===== config.mk =====
export PLATFORM = sky130hd
export DESIGN_NAME = div_unit_flat
export DESIGN_NICKNAME = d
export VERILOG_FILES = /design/src/rtl/div_unit_if.sv /design/src/rtl/div_unit.sv /design/src/flat_wrapper.sv
export SDC_FILE = /design/constraint.sdc
export NUM_CORES = 1
export LEC_CHECK = 0
export ABC_AREA = 0
export CAP_MARGIN = 20
export CORE_MARGIN = 3
export CORE_UTILIZATION = 60
export CTS_CLUSTER_DIAMETER = 50
export DETAILED_ROUTE_END_ITERATION = 16
export PLACE_DENSITY = 0.87
export SYNTH_ARGS = -nofsm -noshare
export SYNTH_HDL_FRONTEND = slang
export SYNTH_SLANG_ARGS = --single-unit

===== constraint.sdc =====
create_clock -name clk -period 8.7 [get_ports clk]
set_input_delay 1.305 -clock clk [delete_from_list [all_inputs] [get_ports clk]]
set_output_delay 1.305 -clock clk [all_outputs]
set_load 0.03 [all_outputs]

===== src/rtl/div_unit_if.sv =====
// div_unit_if: request/response bundle between the execute stage and the divider.
//   start       - request a divide (sampled only while the divider is idle)
//   signed_div  - 1 = DIV (two's-complement), 0 = DIVU
//   annul       - flush/exception kill of the in-flight divide
//   a, b        - dividend (rs) and divisor (rt)
//   stall       - hold the pipeline while the divide is accepted or running
//   result_valid- one-cycle pulse; lo/hi carry the new result
//   lo, hi      - quotient and remainder for the hilo write path
// master: execute stage side. slave: divider side.
interface div_unit_if #(
  parameter int unsigned WIDTH = 32
) ();

  logic             start;
  logic             signed_div;
  logic             annul;
  logic [WIDTH-1:0] a;
  logic [WIDTH-1:0] b;
  logic             stall;
  logic             result_valid;
  logic [WIDTH-1:0] lo;
  logic [WIDTH-1:0] hi;

  modport master (
    output start,
    output signed_div,
    output annul,
    output a,
    output b,
    input  stall,
    input  result_valid,
    input  lo,
    input  hi
  );

  modport slave (
    input  start,
    input  signed_div,
    input  annul,
    input  a,
    input  b,
    output stall,
    output result_valid,
    output lo,
    output hi
  );

endinterface


===== src/rtl/div_unit.sv =====
// div_unit: iterative radix-2 restoring divider for DIV/DIVU in the execute stage.
// Works on operand magnitudes for WIDTH cycles, then applies the quotient/remainder
// sign fixups and presents quotient on lo and remainder on hi with a result_valid pulse.
// Ports:
//   clk    - system clock, rising edge
//   rst    - asynchronous active-high reset
//   div_if - slave side of div_unit_if (start/signed_div/annul/a/b in,
//            stall/result_valid/lo/hi out)
module div_unit #(
  parameter int unsigned WIDTH = 32
) (
  input logic        clk,
  input logic        rst,
  div_unit_if.slave  div_if
);

  // Wide enough to hold WIDTH itself.
  localparam int unsigned CntW = $clog2(WIDTH + 1);

  typedef enum logic [1:0] {
    StIdle,
    StRun,
    StDone
  } state_e;

  state_e           state_q, state_d;
  logic [CntW-1:0]  cnt_q, cnt_d;
  logic [WIDTH-1:0] rem_q, rem_d;    // partial remainder
  logic [WIDTH-1:0] quo_q, quo_d;    // dividend shifting out, quotient shifting in
  logic [WIDTH-1:0] dvsr_q, dvsr_d;  // divisor magnitude
  logic             q_neg_q, q_neg_d;
  logic             r_neg_q, r_neg_d;
  logic [WIDTH-1:0] lo_q, lo_d;
  logic [WIDTH-1:0] hi_q, hi_d;

  logic             accept;
  logic             commit;
  logic             last_step;
  logic [WIDTH-1:0] a_mag;
  logic [WIDTH-1:0] b_mag;
  logic [WIDTH:0]   shifted;
  logic [WIDTH:0]   trial;
  logic [WIDTH-1:0] res_lo;
  logic [WIDTH-1:0] res_hi;

  assign accept    = (state_q == StIdle) & div_if.start & ~div_if.annul;
  assign commit    = (state_q == StDone) & ~div_if.annul;
  assign last_step = (cnt_q == CntW'(WIDTH - 1));

  // Magnitudes are plain WIDTH-bit unsigned values, so |0x80000000| wraps to
  // 0x80000000 and the overflow case falls out of the normal fixups.
  assign a_mag = (div_if.signed_div & div_if.a[WIDTH-1]) ? -div_if.a : div_if.a;
  assign b_mag = (div_if.signed_div & div_if.b[WIDTH-1]) ? -div_if.b : div_if.b;

  // Restoring step. The partial remainder is always below the divisor, so a
  // WIDTH+1-bit difference is enough and its MSB is the borrow.
  assign shifted = {rem_q, quo_q[WIDTH-1]};
  assign trial   = shifted - {1'b0, dvsr_q};

  assign res_lo = q_neg_q ? -quo_q : quo_q;
  assign res_hi = r_neg_q ? -rem_q : rem_q;

  always_comb begin
    state_d = state_q;
    cnt_d   = cnt_q;
    rem_d   = rem_q;
    quo_d   = quo_q;
    dvsr_d  = dvsr_q;
    q_neg_d = q_neg_q;
    r_neg_d = r_neg_q;

    unique case (state_q)
      StIdle: begin
        if (accept) begin
          state_d = StRun;
          cnt_d   = '0;
          rem_d   = '0;
          quo_d   = a_mag;
          dvsr_d  = b_mag;
          q_neg_d = div_if.signed_div & (div_if.a[WIDTH-1] ^ div_if.b[WIDTH-1]);
          r_neg_d = div_if.signed_div & div_if.a[WIDTH-1];
        end
      end

      StRun: begin
        if (div_if.annul) begin
          state_d = StIdle;
        end else begin
          cnt_d = cnt_q + CntW'(1);
          if (trial[WIDTH]) begin
            rem_d = shifted[WIDTH-1:0];
            quo_d = {quo_q[WIDTH-2:0], 1'b0};
          end else begin
            rem_d = trial[WIDTH-1:0];
            quo_d = {quo_q[WIDTH-2:0], 1'b1};
          end
          if (last_step) begin
            state_d = StDone;
          end
        end
      end

      StDone: begin
        state_d = StIdle;
      end

      default: begin
        state_d = StIdle;
      end
    endcase
  end

  // lo/hi outputs show the fixed-up result during DONE so the instruction
  // released from EX commits it alongside result_valid; an annul in DONE
  // falls back to the held value and skips the update.
  assign lo_d = commit ? res_lo : lo_q;
  assign hi_d = commit ? res_hi : hi_q;

  always_ff @(posedge clk or posedge rst) begin
    if (rst) begin
      state_q <= StIdle;
      cnt_q   <= '0;
      rem_q   <= '0;
      quo_q   <= '0;
      dvsr_q  <= '0;
      q_neg_q <= 1'b0;
      r_neg_q <= 1'b0;
      lo_q    <= '0;
      hi_q    <= '0;
    end else begin
      state_q <= state_d;
      cnt_q   <= cnt_d;
      rem_q   <= rem_d;
      quo_q   <= quo_d;
      dvsr_q  <= dvsr_d;
      q_neg_q <= q_neg_d;
      r_neg_q <= r_neg_d;
      lo_q    <= lo_d;
      hi_q    <= hi_d;
    end
  end

  assign div_if.stall        = accept | (state_q == StRun);
  assign div_if.result_valid = commit;
  assign div_if.lo           = lo_d;
  assign div_if.hi           = hi_d;

endmodule


===== src/flat_wrapper.sv =====
// flat-port wrapper written by rule: the top's interface ports become plain ports
module div_unit_flat 
#(
  parameter int unsigned WIDTH = 32
)
  (clk, rst, div_if_start, div_if_signed_div, div_if_annul, div_if_a, div_if_b, div_if_stall, div_if_result_valid, div_if_lo, div_if_hi);
  div_unit_if #(.WIDTH(WIDTH)) div_if_i ();
  input logic clk;
  input logic rst;
  input wire logic [$bits(div_if_i.start)-1:0] div_if_start;
  input wire logic [$bits(div_if_i.signed_div)-1:0] div_if_signed_div;
  input wire logic [$bits(div_if_i.annul)-1:0] div_if_annul;
  input wire logic [$bits(div_if_i.a)-1:0] div_if_a;
  input wire logic [$bits(div_if_i.b)-1:0] div_if_b;
  output wire logic [$bits(div_if_i.stall)-1:0] div_if_stall;
  output wire logic [$bits(div_if_i.result_valid)-1:0] div_if_result_valid;
  output wire logic [$bits(div_if_i.lo)-1:0] div_if_lo;
  output wire logic [$bits(div_if_i.hi)-1:0] div_if_hi;
  assign div_if_i.start = div_if_start;
  assign div_if_i.signed_div = div_if_signed_div;
  assign div_if_i.annul = div_if_annul;
  assign div_if_i.a = div_if_a;
  assign div_if_i.b = div_if_b;
  assign div_if_stall = div_if_i.stall;
  assign div_if_result_valid = div_if_i.result_valid;
  assign div_if_lo = div_if_i.lo;
  assign div_if_hi = div_if_i.hi;
  div_unit #(.WIDTH(WIDTH)) u_core (.clk(clk), .rst(rst), .div_if(div_if_i));
endmodule

Word level (Yosys, flattened, before mapping) --
Index checks and enable logic that the tools add are counted.
Word-level totals: register bits after elaboration 170, input bits 69, output and inout port bits 66, logic and storage cells 56
Cells by class: add/sub/neg operators 6, eq/ne operators 6, multiplexer cells 21, bitwise gates (word level) 9, reductions and logical operators 5
Operators by type and width (number):
- two-way mux 32 bit | 11
- negation 32 bit | 4
- case mux 32 bit (2 select lines) | 2
- subtractor 33 x 32 -> 33 bit | 1
- two-way mux 6 bit | 2
- case mux 6 bit (2 select lines) | 1
- adder 6 x 1 -> 6 bit, second input constant | 1
- AND 1 bit | 6
- equality test 6 x 5 -> 1 bit, second input constant | 1
- two-way mux 2 bit | 3
- case mux 2 bit (2 select lines) | 1
- AND reduction 2 bit | 2
- != test 3 x 2 -> 1 bit, second input constant | 1
- AND reduction 3 bit | 1
- equality test 2 x 1 -> 1 bit, second input constant | 1
- equality test 2 bit, second input constant | 1
- zero test 2 bit | 1
- != test 2 x 1 -> 1 bit, second input constant | 1
- != test 2 bit, second input constant | 1
- nonzero test 2 bit | 1
- two-way mux 1 bit | 1
- NOT 1 bit | 1
- OR 1 bit | 1
- XOR 1 bit | 1

Longest topological paths before layout --
word-level depth 5, mapped depth 15, depth with buffers taken out 13

Least setup slack after synthesis --
No wires, ideal clock.
path kind register to output, start point register u_core.rem_q[6], end point output port div_if_hi[28], arrival time 3.569 ns, data required time 7.395 ns, slack 3.826 ns, cell stages (with the launch flop) 11, buffers on the path 0, cells stage by stage dfrtp_1 or4_4 nor3_4 nand3_2 or3_4 or2_4 or4_1 or4_4 o31ai_4 xor2_1 a21oi_1
Between the ends: longest elaborated chain between the ends 3
Ends and longest elaborated chain:
- from (decl) | line div_unit.sv:28 | logic [WIDTH-1:0] rem_q, rem_d;
- from (signal assigned) | line div_unit.sv:133 | rem_q <= rem_d;
- negation 32 bit | line div_unit.sv:61 | assign res_hi = r_neg_q ? -rem_q : rem_q;
- two-way mux 32 bit | line div_unit.sv:61
- two-way mux 32 bit | line div_unit.sv:117 | assign hi_d = commit ? res_hi : hi_q;
- to (decl) | line flat_wrapper.sv:18 | output wire logic [$bits(div_if_i.hi)-1:0] div_if_hi;
No other way between the ends.

Final worst setup path --
start point register u_core.rem_q[2], end point output port div_if_hi[29]
Same word-level chain as after synthesis.

==> impl_metrics.csv <==
group,metric,value,unit
sta,drv_slew,0,
floorplanning,start_util,62.2,%
placement,dp_hpwl,19.9,mm
global_routing,grt_overflow_total,0,
sta,clock.fmax,167,MHz
synthesis,netlist_instances,1302,
placement,dpl_cell_area,0.0124,sq mm
cts,h-tree-depth,4,
sta,finalClockSkew,0.0117,ns
global_routing,grt_util_all_layers,28.8,%
final_layout,area_delta_synth_final,19.5,%
setup_path,r2r_end,"u_core.rem_q[0]$_DFFE_PP0P_",
synthesis,synth_area,0.0109,sq mm
cts,cts_inserted_buffers,17,
placement,io_buffer_count,134,
power,comb_power_share,46.3,%
power,switching_share,41.3,%
drt,antenna_left,0,
synthesis,yosys.area.top_type,"dfrtp_1",
hold_path,hp-start,"u_core.dvsr_q[19]$_DFFE_PP0P_",
global_routing,grt_max_degree,94,
synthesis,ys_types,66,
setup_path,r2r_slack,4.29,ns
cts,cts_hold_buffers,0,
power,ir_drop,211,uV
drt,wl,28.1,mm
synthesis,yosysSeqAreaShare,39.0,%
setup_path,reg2regPathDepth,14,
sta,final_hold_viol_count,0,
synthesis,synth.area.top_cells,"dfrtp_1 (39%), xor2_1 (7.6%), a21oi_1 (6.9%)",
sta,relSlewSlack,30.1,%
synthesis,synth_common_cells,"dfrtp_1 (170), nand2_1 (166), a21oi_1 (151)",
drt,dr.first_iter.drc_count,934,
sta,finalCriticalPeriod,6.00,ns
hold_path,holdPathEnd,"u_core.dvsr_q[19]$_DFFE_PP0P_",
synthesis,synth-seq-cells,170,
setup_path,required,7.39,ns
power,p_sw,1.53,mW
floorplanning,num_io_pins,135,
sta,fin_tns_setup,0,ns
drt,drt-pass1-iter-count,6,
drt,vias,9826,
synthesis,synth_edf_count,0,
cts,root_buffer,"clkbuf_16",
setup_path,cp_data_arrival_time,4.69,ns
global_routing,grt_first_pass_wirelength,46.7,mm
floorplanning,die_y,141,um
final_layout,drive_gt1_share,4.75,%
power,internal-power,2.18,mW
sta,whs,0.482,ns
drt,viasPerCell,6.00,
power,leakage,5.79,nW
sta,layout_setup_ws,2.70,ns
synthesis,ys.flop_type,"dfrtp_1",
cts,post_cts_buffers,0,
power,pwr-share-seq,31.4,%
drt,drc,0,
power,finalPower,3.71,mW
power,pwr-share-clk,22.2,%
hold_path,whs_path_depth,2,
synthesis,syn-num-nets,1409,
sta,setup_viol,0,
setup_path,r2r_start,"u_core.quo_q[31]$_DFFE_PP0P_",
sta,rsz0062_at_grt,"false",
drt,wl_per_cell,17.2,um
floorplanning,die_area,0.0198,sq mm
hold_path,hold_path_class,"flop to flop",
cts,post_cts_resized,0,
floorplanning,design.core.area,0.0175,sq mm
status,status,"complete, no violations",
synthesis,yosysMostFrequentCell,"dfrtp_1",
cts,worstSkewPairLatency,0.44,ns
sta,period_share,69.0,%
global_routing,grt_pass1_vias,9268,
cts,cts_tree,"done",
placement,dp_slack,3.17,ns
cts,cts_buffer_depth,2,
job,cap_violations,0,
synthesis,synth_top_area_share,39.0,%
setup_path,critPathKind,"flop to output port",
final_layout,finish.instance_area,0.0130,sq mm
floorplanning,rows,48,
synthesis,syn_avg_cell_area,8.38,sq um
sta,worstMarginPinSlew,1.05,ns
setup_path,startpoint_type,"flop",
synthesis,async_reset_ff_share,100,%
global_routing,antenna_found_initial,0,
cts,cts.sinks,170,
placement,gp_routability_congestion,0.903,
floorplanning,die_x,141,um
setup_path,cp_max_fo,8,
final_layout,n_antenna_cell,0,
power,p_per_area,284,mW/mm^2
final_layout,final_nets,1506,
cts,path_clk_slew,0.07,ns
setup_path,endpoint_kind,"output port",
synthesis,yosysWarnings,0,
==> area by class of cell <==
cell class | instances | area (sq um)
inverters | 51 | 196
clock inverters | 11 | 194
flip-flops and latches | 170 | 4250
clock buffers | 21 | 440
multi-input cells | 1016 | 6250
fillers | 1267 | 4500
well taps | 225 | 282
repair buffers | 143 | 1420
==> how the worst max path moves through the flow <==
stage                                            from                           to  cells after the start
after floorplan                                   rst  u_core.cnt_q[0]$_DFFE_PP0P_                      1
after global placement                   div_if_annul                 div_if_lo[3]                      7
after detailed placement                 div_if_annul                div_if_hi[26]                      7
after CTS                 u_core.rem_q[2]$_DFFE_PP0P_                div_if_hi[29]                     11
after global routing      u_core.rem_q[2]$_DFFE_PP0P_                div_if_hi[29]                     11
final                     u_core.rem_q[2]$_DFFE_PP0P_                div_if_hi[29]                     11
==> cell usage in the layout (no fill, tap or decap), types with 12 or more instances in the layout <==
master	instances
dfrtp_1	170
nor3_1	18
o31ai_1	31
inv_1	50
or4_1	12
nand2b_1	14
xor2_1	95
a21oi_1	151
nand2_1	166
clkdlybuf4s50_1	134
xnor2_1	49
ha_1	37
clkbuf_16	17
mux2i_1	30
o21ai_1	12
or3_1	19
nor2_1	129
o21ai_0	127
==> cell families after synthesis <==
family          synth area share (%)
simple gates                    17.7
compound gates                  20.2
flops                           39.0
xor+xnor                        11.6
buf+inv                         4.08
fa+ha+maj                       4.43
mux                             3.06
==> power by group through the flow <==
stage	clock, mW	combinational (mW)	sequential [mW]
after floorplan	0	1.35	1.07
after global placement	0	1.60	1.15
after detailed placement	0	1.65	1.16
after CTS	0.828	1.69	1.15
after global routing	0.861	1.89	1.18
final	0.824	1.72	1.17
==> critical path: stages, from the launching register on <==
cell and delay (ns):
dfrtp_1 0.48, nor4_2 0.58, nand2_1 0.24, nor2_1 0.14, nand2_1 0.09, or3_1 0.38, or4_1 0.46, or4_1 0.48
o41ai_1 0.33, xor2_1 0.13, a21oi_1 0.23, clkdlybuf4s50_1 0.70
==> routing by layer <==
metal	part of all wire, %	track usage [%]
met1	46	43.9
met2	43	42.9
met3	8.3	3.87
met4	1.9	8.57
met5	0	0
==> per-stage QoR <==
stage / utilization [%] / std cells
3_5_place_dp: 70.6 / 1604
3_3_place_gp: 70.6 / 1604
2_1_floorplan: - / 1302
6_report: 74.4 / 1637
5_1_grt: 74.4 / 1637
4_1_cts: 74.2 / 1636
==> registers in the layout, indices dropped and copies added, names as in the netlist <==
| signal | count |
|---|---|
| u_core.dvsr_q | 32 |
| u_core.r_neg_q | 1 |
| u_core.q_neg_q | 1 |
| u_core.cnt_q | 6 |
| u_core.hi_q | 32 |
| u_core.rem_q | 32 |
| u_core.lo_q | 32 |
| u_core.quo_q | 32 |
| u_core.state_q | 2 |
Power figures use the tool's default switching activity.
